### config.mk
export PLATFORM = sky130hd
export DESIGN_NAME = regfile
export DESIGN_NICKNAME = d
export VERILOG_FILES = /design/src/rtl/cpu_pkg.sv /design/src/rtl/regfile.sv
export SDC_FILE = /design/constraint.sdc
export NUM_CORES = 2
export LEC_CHECK = 0
export CAP_MARGIN = 30
export CELL_PAD_IN_SITES_DETAIL_PLACEMENT = 1
export CELL_PAD_IN_SITES_GLOBAL_PLACEMENT = 1
export CORE_UTILIZATION = 54
export DETAILED_ROUTE_END_ITERATION = 6
export MAX_ROUTING_LAYER = met4
export PLACE_DENSITY = 0.84
export SYNTH_ARGS = -nofsm -noshare
export SYNTH_HDL_FRONTEND = slang
export SYNTH_SLANG_ARGS = --single-unit
### constraint.sdc
create_clock -name clk -period 2.4 [get_ports clk]
set_input_delay 0.24 -clock clk [delete_from_list [all_inputs] [get_ports clk]]
set_output_delay 0.24 -clock clk [all_outputs]
set_load 0.03 [all_outputs]
### src/rtl/cpu_pkg.sv
// Shared fuzzycpu datapath constants and types for the register file.
package cpu_pkg;

  localparam int REG_ADDR_W = 5;
  localparam int REG_DATA_W = 32;
  localparam int NUM_REGS   = 1 << REG_ADDR_W;
  localparam int ZERO_REG   = 0;

  typedef logic [REG_ADDR_W-1:0] reg_addr_t;
  typedef logic [REG_DATA_W-1:0] reg_data_t;

endpackage : cpu_pkg

### src/rtl/regfile.sv
// General-purpose register file: 2**ADDR_W x DATA_W, two combinational read
// ports and one synchronous write port. Register 0 always reads as zero.
// A read of the address being written shows the old value until the clock
// edge; forwarding is left to the pipeline.
module regfile
  import cpu_pkg::*;
#(
  parameter int DATA_W = REG_DATA_W,
  parameter int ADDR_W = REG_ADDR_W
) (
  input  logic              clk,
  input  logic              rst,
  input  logic              we,
  input  logic [ADDR_W-1:0] addr_write,
  input  logic [DATA_W-1:0] data_write,
  input  logic [ADDR_W-1:0] addr_one,
  input  logic [ADDR_W-1:0] addr_two,
  output logic [DATA_W-1:0] data_one,
  output logic [DATA_W-1:0] data_two
);

  localparam int                NUM  = 1 << ADDR_W;
  localparam logic [ADDR_W-1:0] ZERO = ADDR_W'(ZERO_REG);

  logic [DATA_W-1:0] regs [NUM];

  // Storage update: synchronous clear has priority over writeback; writes to r0 are dropped.
  // NOTE: the array is cleared on reset because software expects unwritten
  // registers to read 0 after reset; this costs a clear path on every flop,
  // so only do it for storage with that architectural requirement.
  always_ff @(posedge clk) begin
    if (rst) begin
      for (int i = 0; i < NUM; i++) begin
        regs[i] <= '0;
      end
    end else if (we && (addr_write != ZERO)) begin
      // NOTE: state is updated with non-blocking assignments so every read
      // of regs in the same time step sees the pre-edge value.
      regs[addr_write] <= data_write;
    end
  end

  // Read muxes: zero latency, r0 forced to zero so it is defined even before reset.
  always_comb begin
    data_one = '0;
    data_two = '0;
    if (addr_one != ZERO) data_one = regs[addr_one];
    if (addr_two != ZERO) data_two = regs[addr_two];
  end

endmodule : regfile

==> impl_results.rst <==
.. list-table::
   :header-rows: 1

   * - Metric
     - Value
   * - Via count
     - 40846
   * - Total number of clock tree sinks
     - 1024
   * - Clock period minus final worst setup slack
     - 3.11 ns
   * - Count of endpoints failing setup in the final report
     - 64
   * - Capture point of the critical path
     - data_one[0]
   * - Clock slew at the register clock pins of the worst setup and hold paths
     - 0.07 ns
   * - Flip-flop and latch count after synthesis
     - 1024
   * - Floorplan row count
     - 115
   * - Detailed router's first-iteration violation count
     - 7084
   * - Critical Path Source
     - regs[15][0]$_SDFFCE_PN0P_
   * - Pwr/cell area
     - 713 nW/um2
   * - Setup crit end kind
     - output port
   * - Count of fill cells added during filler insertion
     - 8329
   * - Hold_buf cts
     - 0
   * - Number of unique standard cell types used by synthesis
     - 42
   * - Routability-driven placement congestion ratio
     - 0.955
   * - Area growth from synthesis to final layout
     - 24.0%
   * - Crit path setup slack, layout
     - -0.715 ns
   * - Number of standard cells after synthesis
     - 3502
   * - Via density
     - 7.76
   * - Number of iterations in the first detailed-routing pass
     - 7
   * - All-Layer GR Usage
     - 0.454
   * - Max-slew violation count
     - 0
   * - Master cell of the clock root buffer
     - clkbuf_16
   * - Worst-Margin Slew
     - 0.737 ns
   * - Register name with the most flops
     - regs
   * - Critical Setup Path Class
     - reg2out
   * - CTS max path bufs
     - 3
   * - Yosys Warn Count
     - 0
   * - Highest clock rate
     - 0.321 GHz
   * - Number of H-tree levels
     - 3
   * - Registers with the most flip-flops
     - regs x1024
   * - Violations in the final reports
     - DRC, setup timing
   * - HPWL reported at the end of detailed placement
     - 133000 um
   * - Number of buffers inserted by port buffering
     - 113
   * - Number of flops mapped to enable cells by yosys
     - 1024
   * - Max FFs per register
     - 1024
   * - Core Region
     - 99000 um2
   * - Slew HR
     - 0.507
   * - Maximum number of pins on one net before global-route repair
     - 48
   * - Drt wl/cell
     - 44.8 um
   * - Num CTS Buffers
     - 111
   * - Largest fanout on the critical path
     - 2
   * - First-pass GRT wire length
     - 315000 um
   * - Setup Slack @ Placement
     - -0.837 ns
   * - Number of DRC violations after detailed routing
     - 1
   * - Leading cell types by total area after synthesis
     - edfxtp_1, mux4_2, and2_1, mux2i_1, clkbuf_1
   * - Height of the die
     - 319 um
   * - Final Hold Violating Endpoints
     - 0
   * - VDD IR max
     - 820 uV
   * - Synth async-reset ratio
     - 0
   * - Data arrival, critical path
     - 2.87 ns
   * - Area taken by flip-flops and latches
     - 30700 um2
   * - GRT Residual Overflow
     - 0
   * - Proportion of synthesized chip area in sequential cells
     - 0.567
   * - Hold WC Path Type
     - in2reg
   * - Leading cell types by count after synthesis
     - edfxtp_1, and2_1, mux4_2
   * - Post-layout util
     - 0.679
   * - CTS tree
     - yes
   * - Post-synthesis area per instance
     - 15.5 um2
   * - Vias in the first global route
     - 42414
   * - Total standard cell area after synthesis
     - 54200 um2
   * - RSZ-0062 raised after global routing
     - yes
   * - CP startpoint kind
     - flop
   * - Starting density of the core
     - 0.548
   * - IO Pins
     - 114
   * - Nets
     - 3920
   * - Post-synth top area share
     - 0.567
   * - Die area
     - 102000 um2
   * - Endpoint required time on the critical path
     - 2.16 ns
   * - Post-detailed-routing wire length
     - 236000 um
   * - Outcome
     - complete, but fails checks
   * - Die Width
     - 319 um
   * - Most numerous cell in the Yosys netlist
     - edfxtp_1
   * - Layout cells sized above 1
     - 0.393
   * - Leakage Power
     - 23.8 nW
   * - Period utilisation layout
     - 1.30
   * - Max-cap violations
     - 0
   * - Number of routed nets with antenna violations
     - 0
   * - Area of the multi-input gates
     - 24500 um2
   * - Antenna violations before repair
     - 9
   * - Leading area contributor after synthesis
     - edfxtp_1
   * - Most common flop cell mapped by yosys
     - edfxtp_1
==> cell families (layout without fill, tap and decap cells) <==
group	count (synthesis)	in the layout	synth area share
mux	652	652	0.230
simple gates	1177	1177	0.133
other cells	1	41	0.0000691
flops	1024	1024	0.567
compound gates	259	259	0.0365
buf+inv	389	821	0.0331
==> layer usage <==
metal  track usage  up-vias  wire length (um)
met5             -        -                 0
met2         0.699     4528            108000
met4         0.332        0             23700
li1              -    14342                 -
met3         0.108     1500             31300
met1         0.521    20476             72400
==> worst min-delay path by stage <==
stage	from	endpoint	slack, ns	depth (start not counted)
after floorplan	data_write[31]	regs[1][31]$_SDFFCE_PN0P_	0.44	1
after global placement	rst	regs[0][22]$_SDFFCE_PN0P_	0.91	2
after detailed placement	rst	regs[0][25]$_SDFFCE_PN0P_	0.92	2
after CTS	rst	regs[0][28]$_SDFFCE_PN0P_	0.19	2
after global routing	rst	regs[0][22]$_SDFFCE_PN0P_	0.18	2
final	rst	regs[0][22]$_SDFFCE_PN0P_	0.19	2
==> critical path, cell delays in order (launching register included) <==
cell and delay (ns):
edfxtp_1 0.43, mux4_2 0.55, a22o_1 0.39, a2111oi_4 0.33, buf_4 0.20, nor3_4 0.06
buf_6 0.17
==> per-stage QoR <==
stage	total power (W)	hold slack [ns]	instance area, um2	instances	setup TNS [ns]
floorplan	0.0248	0.438	54400	3533	-0.136
global placement	0.0277	0.905	60500	5013	-51.97
detailed placement	0.0281	0.916	60500	5014	-82.62
CTS	0.0465	0.188	66600	5234	-28.03
global route	0.0484	0.182	67200	5260	-32.14
finish	0.0480	0.191	67200	5261	-31.90
==> final cells by class <==
| class | instances | share of cell area |
|---|---|---|
| Sequential cell | 1024 | 0.457 |
| Multi-Input combinational cell | 2120 | 0.364 |
| Timing Repair Buffer | 611 | 0.0988 |
| Clock buffer | 127 | 0.0431 |
| Tap cell | 1287 | 0.0239 |
| Clock inverter | 81 | 0.0125 |
| Antenna cell | 9 | 0.000335 |
| Inverter | 2 | 0.000112 |
==> what timing repair did <==
action	in CTS	in global routing
pin swaps	123	43
endpoints found under the setup margin	64	64
resized for setup	369	78
gates cloned	0	0
buffers inserted	39	22
==> cell usage in the layout, fill, tap and decap left out, types with 5 or more instances in the layout <==
cell and count:
clkbuf_16 115, a22o_4 39, nor2_2 32, o22ai_4 18, clkbuf_1 13, bufinv_16 17, and2_1 994, or2_2 33
mux4_2 472, mux2_2 29, nor2b_1 9, clkinv_1 28, clkinv_2 24, o22ai_2 32, nand3b_1 5, nor3_4 31
clkinvlp_4 5, buf_12 134, mux2i_1 145, a22o_1 11, buf_4 370, mux2i_4 5, buf_6 57, clkdlybuf4s50_1 40
edfxtp_1 1024, nand2b_1 5, a21oi_1 10, a2111oi_4 51, conb_1 32, diode_2 9, buf_8 5, o22ai_1 53
nor3_2 21, a22oi_1 16
==> power by group <==
part	total (W)	switching, W	internal (W)
Combinational	0.00792	0.00447	0.00345
Sequential	0.0215	0.000795	0.0207
Clock	0.0186	0.00809	0.0105
No activity file was read; power rests on OpenSTA's default activity.
